==> src/rtl/wave_gen.sv <==
// wave_gen: phase-accumulator test-waveform source (square, sawtooth,
// triangle, DC) with amplitude scaling, shadowed configuration and a
// valid/ready output stream that never withdraws an unaccepted sample.
module wave_gen #(
    parameter int DATA_W  = 8,
    parameter int PHASE_W = 24
) (
    input  logic               clk,
    input  logic               rst,
    input  logic               en,
    input  logic               cfg_load,
    input  logic [1:0]         cfg_mode,
    input  logic [PHASE_W-1:0] cfg_step,
    input  logic [DATA_W-1:0]  cfg_amp,
    output logic               out_valid,
    input  logic               out_ready,
    output logic [DATA_W-1:0]  out_data,
    output logic               out_sync
);

    typedef enum logic {
        IDLE = 1'b0,
        RUN  = 1'b1
    } state_t;

    typedef struct packed {
        logic [1:0]         mode;
        logic [PHASE_W-1:0] step;
        logic [DATA_W-1:0]  amp;
    } cfg_t;

    state_t             state_q, state_n;
    logic [PHASE_W-1:0] phase_q, phase_n;
    cfg_t               act_q, act_n;
    cfg_t               pend_q, pend_n;
    logic               pflag_q, pflag_n;
    logic               valid_n, sync_n;
    logic [DATA_W-1:0]  data_n;

    // Raw waveform for a phase, then scaled by (amp+1)/2^DATA_W.
    function automatic logic [DATA_W-1:0] shape(input logic [1:0]         mode,
                                                input logic [PHASE_W-1:0] ph,
                                                input logic [DATA_W-1:0]  amp);
        logic [DATA_W-1:0]   r;
        logic [DATA_W-1:0]   p;
        logic [DATA_W:0]     amp1;
        logic [2*DATA_W:0]   prod;
        p = ph[PHASE_W-2 -: DATA_W];
        case (mode)
            2'd0:    r = ph[PHASE_W-1] ? '0 : '1;
            2'd1:    r = ph[PHASE_W-1 -: DATA_W];
            2'd2:    r = ph[PHASE_W-1] ? ~p : p;
            default: r = '1;
        endcase
        amp1 = {1'b0, amp} + {{DATA_W{1'b0}}, 1'b1};
        prod = {{(DATA_W+1){1'b0}}, r} * {{DATA_W{1'b0}}, amp1};
        return prod[2*DATA_W-1 -: DATA_W];
    endfunction

    logic [PHASE_W:0] sum;
    logic             apply;
    cfg_t             eff;

    // Next-state, phase advance, config shadowing and next output sample.
    always_comb begin
        // NOTE: every signal gets a default first so no path leaves one unassigned (no latches).
        state_n = state_q;
        phase_n = phase_q;
        act_n   = act_q;
        pend_n  = pend_q;
        pflag_n = pflag_q;
        valid_n = out_valid;
        data_n  = out_data;
        sync_n  = out_sync;
        apply   = 1'b0;
        eff     = act_q;
        sum     = {1'b0, phase_q} + {1'b0, act_q.step};

        case (state_q)
            IDLE: begin
                // Pending config lands on the first idle edge after a load.
                apply = pflag_q;
                eff   = pflag_q ? pend_q : act_q;
                act_n = eff;
                if (en) begin
                    state_n = RUN;
                    valid_n = 1'b1;
                    phase_n = '0;
                    data_n  = shape(eff.mode, '0, eff.amp);
                    sync_n  = 1'b1;
                end
            end
            RUN: begin
                if (out_valid && out_ready) begin
                    if (en) begin
                        // The add uses the old step; a wrap swaps in pending
                        // mode/amp for the sample produced at this very edge.
                        apply   = sum[PHASE_W] && pflag_q;
                        eff     = apply ? pend_q : act_q;
                        act_n   = eff;
                        phase_n = sum[PHASE_W-1:0];
                        data_n  = shape(eff.mode, sum[PHASE_W-1:0], eff.amp);
                        sync_n  = sum[PHASE_W];
                    end else begin
                        state_n = IDLE;
                        valid_n = 1'b0;
                        phase_n = '0;
                    end
                end
            end
            default: state_n = IDLE;
        endcase

        // A coincident load wins over the clear: old pending applied, new captured.
        if (cfg_load) begin
            pend_n  = '{mode: cfg_mode, step: cfg_step, amp: cfg_amp};
            pflag_n = 1'b1;
        end else if (apply) begin
            pflag_n = 1'b0;
        end
    end

    // State, phase, config and output registers with synchronous reset.
    always_ff @(posedge clk) begin
        // NOTE: registers use non-blocking assignments so every flop samples pre-edge values.
        if (rst) begin
            state_q   <= IDLE;
            phase_q   <= '0;
            act_q     <= '0;
            pend_q    <= '0;
            pflag_q   <= 1'b0;
            out_valid <= 1'b0;
            out_data  <= '0;
            out_sync  <= 1'b0;
        end else begin
            state_q   <= state_n;
            phase_q   <= phase_n;
            act_q     <= act_n;
            pend_q    <= pend_n;
            pflag_q   <= pflag_n;
            out_valid <= valid_n;
            out_data  <= data_n;
            out_sync  <= sync_n;
        end
    end

endmodule

==> config.mk <==
export PLATFORM = sky130hd
export DESIGN_NAME = wave_gen
export DESIGN_NICKNAME = d
export VERILOG_FILES = /design/src/rtl/wave_gen.sv
export SDC_FILE = /design/constraint.sdc
export NUM_CORES = 1
export LEC_CHECK = 0
export ABC_AREA = 1
export CAP_MARGIN = 5
export CORE_AREA = 2 2 102 203
export DETAILED_ROUTE_END_ITERATION = 8
export DIE_AREA = 0 0 104 205
export GPL_ROUTABILITY_DRIVEN = 0
export PLACE_DENSITY = 0.67
export SETUP_SLACK_MARGIN = 0.2
export SLEW_MARGIN = 20
export SYNTH_ARGS = -nofsm -noshare
export SYNTH_HDL_FRONTEND = slang
export SYNTH_SLANG_ARGS = --single-unit
==> constraint.sdc <==
create_clock -name clk -period 8.95 [get_ports clk]
set_input_delay 0.895 -clock clk [delete_from_list [all_inputs] [get_ports clk]]
set_output_delay 0.895 -clock clk [all_outputs]
set_load 0.005 [all_outputs]
==> impl_metrics.tcl <==
set metrics [dict create \
    status "completed" \
    setup_violations 0 \
    wire_per_inst_um 15.2 \
    seq_area_frac_synth_pct 21.4 \
    hold_path_class "flop to flop" \
    ys_types 47 \
    cp-end-kind "flop" \
    avgViaCountPerCell 5.18 \
    crit_top_cell "nand2_1" \
    drive_gt1_share_pct 4.40 \
    startpoint_type "flop" \
    row_count 73 \
    dieArea_mm2 0.0213 \
    grt_pass1_vias 9039 \
    p_leak_nw 5.51 \
    clock_path_buffers 2 \
    die_height_um 205 \
    ys_ff_latch 104 \
    final_hold_viol_count 0 \
    cp_max_fo 20 \
    regArea_mm2 0.00208 \
    gr-total-overflow 0 \
    io_pins 49 \
    rsz0062_at_grt "no" \
    synth-edff-count 0 \
    synth_cells 1398 \
    syn_area_mm2 0.00973 \
    cts_tree "yes" \
    synth.avg_cell_area_um2 6.96 \
    cp_slowest_cell "xor2_1" \
    htreeDepth 3 \
    cts_made_buffers 9 \
    finalMaxSlewViolations 0 \
    core_mm2 0.0197 \
    antenna_cells 0 \
    ir_drop_mv 0.122 \
    nets 1629 \
    ant_nets 0 \
    start_util_pct 49.3 \
    period_minus_slack_ns 7.30 \
    root_buffer "clkbuf_16" \
    ys_async_sr_fraction_pct 0 \
    io_buffers 48 \
    slew_headroom_pct 30.1 \
    clk_latency_ns 0.37 \
    synth_nets 1601 \
    first_iter_violations 276 \
    grt_pass1_wl_um 41900 \
    clock-sinks 104 \
    antenna_found_initial 0 \
    hpwl_um 21300 \
    slowest_delay_ns 0.54 \
    powerDensity_mw_per_mm2 142 \
    postCtsSetupBuffers 0 \
    drc_errors 0 \
    cts_hold_buf 0 \
    vias 8769 \
    required_ns 9.25 \
    syn_to_final_growth_pct 10.1 \
    first_pass_iters 6 \
    synth_flop_cell "dfxtp_1" \
    yosys_warnings 0 \
    cts_resized 0 \
    multi_input_area_mm2 0.00654 \
    fin_setup_tns_ns 0 \
    skew_ns 0.0208 \
    grt_max_degree 64 \
    max_freq_ghz 0.137 \
    arrival_ns 7.60 \
    drt-total-wl_um 25700 \
    max_cap_violations 0 \
    final_util_pct 54.3 \
    worst_slew_pin_slew_ns 1.04 \
    worst-setup-path-type "flop to flop" \
    fillers 2002 \
    die_x_um 104 \
    grt_use_total_pct 24.9 \
    final.period_utilization_pct 81.6 \
    cts.reportedPaths.clkPinSlew_ns 0.08 \
]
==> critical path, delay by kind of cell, from the launching register on <==
kind            cells  cell delay [ns]
flops               1             0.32
simple gates       15             1.81
xor+xnor            1             0.54
fa+ha+maj           7             3.15
buf+inv             2             0.09
compound gates      5             1.34
==> per-layer routing <==
metal	vias up	track usage [%]	share of wire, %
li1	4425	-	-
met1	4049	21.8	33
met2	202	51.7	57
met3	93	2.00	2.3
met4	0	17.1	7.2
met5	-	0	0
==> where the power goes <==
group	switching [mW]	internal, mW	leakage [nW]
clock network	0.195	0.197	0.142
logic	0.384	0.235	4.51
registers	0.0206	0.490	0.854
==> synth_stat cells, types with 7 or more instances <==
| master | number | area [µm²] |
|---|---|---|
| inv_1 | 250 | 938 |
| a31oi_1 | 15 | 93.8 |
| fa_1 | 75 | 1500 |
| o21bai_1 | 7 | 52.6 |
| nor2_1 | 181 | 679 |
| xnor2_1 | 11 | 96.3 |
| a21oi_1 | 94 | 470 |
| nand2_1 | 292 | 1100 |
| xor2_1 | 11 | 96.3 |
| nand2_2 | 10 | 62.6 |
| dfxtp_1 | 104 | 2080 |
| nor3_1 | 12 | 60.1 |
| o21ai_0 | 106 | 531 |
| clkbuf_1 | 31 | 116 |
| or2_2 | 9 | 56.3 |
| nand3_1 | 40 | 200 |
| ha_1 | 89 | 1110 |
==> final cells by class <==
class	instances	share of cell area, %
tap	262	3.06
sequential	104	19.4
multi-input combinational	1003	61.0
timing repair buffer	54	4.90
clock buffer	10	2.14
clock inverter	6	0.584
inverter	254	8.90
==> cell families after synthesis <==
family | synth area share (%)
adders and majority gates | 26.9
DFF | 21.4
buffers and inverters | 11.4
xor gates and xnor gates | 2.15
and+or+nand+nor | 24.5
AOI/OAI and AO/OA | 13.7
==> placed cells by master (no fill, tap or decap), types with 6 or more instances in the layout <==
master           netlist  routed
a21oi_1               94      94
nand2_2               10      10
clkbuf_16              0       9
xor2_1                11      11
buf_4                  1       6
a31oi_1               15      15
ha_1                  89      89
xnor2_1               11      11
nand3_1               40      40
fa_1                  75      75
o21ai_0              106     106
nor3_1                12      12
nor2_1               181     181
o21bai_1               7       7
inv_1                250     250
nand3_2                6       6
or2_2                  9       9
clkdlybuf4s50_1        0      48
nand2_1              292     292
dfxtp_1              104     104
==> flip-flops by register name, indices dropped and copies added (netlist names) <==
name       flops
act_q         34
pend_q        34
phase_q       24
out_data       8
out_sync       1
out_valid      1
pflag_q        1
state_q        1
==> stage by stage <==
step / instances / power [mW] / hold WS (ns) / instance area (µm²) / setup WS [ns]
2_1_floorplan: 1398 / 0.974 / 0.444 / 9730 / 2.46
3_3_place_gp: 1677 / 1.13 / 0.453 / 10400 / 1.82
3_5_place_dp: 1677 / 1.15 / 0.463 / 10400 / 1.69
4_1_cts: 1693 / 1.54 / 0.474 / 10700 / 1.66
5_1_grt: 1693 / 1.65 / 0.490 / 10700 / 1.05
6_report: 1693 / 1.52 / 0.472 / 10700 / 1.65
==> final timing paths <==
check        startpoint     endpoint  slack [ns]  cells past startpoint
min reg2reg  phase_q[0]   phase_q[0]        0.47                      2
min          phase_q[0]   phase_q[0]        0.47                      2
max            act_q[8]  out_data[7]        1.65                     30
max reg2reg    act_q[8]  out_data[7]        1.65                     30
Note: power is estimated with default switching activity, not from simulation.
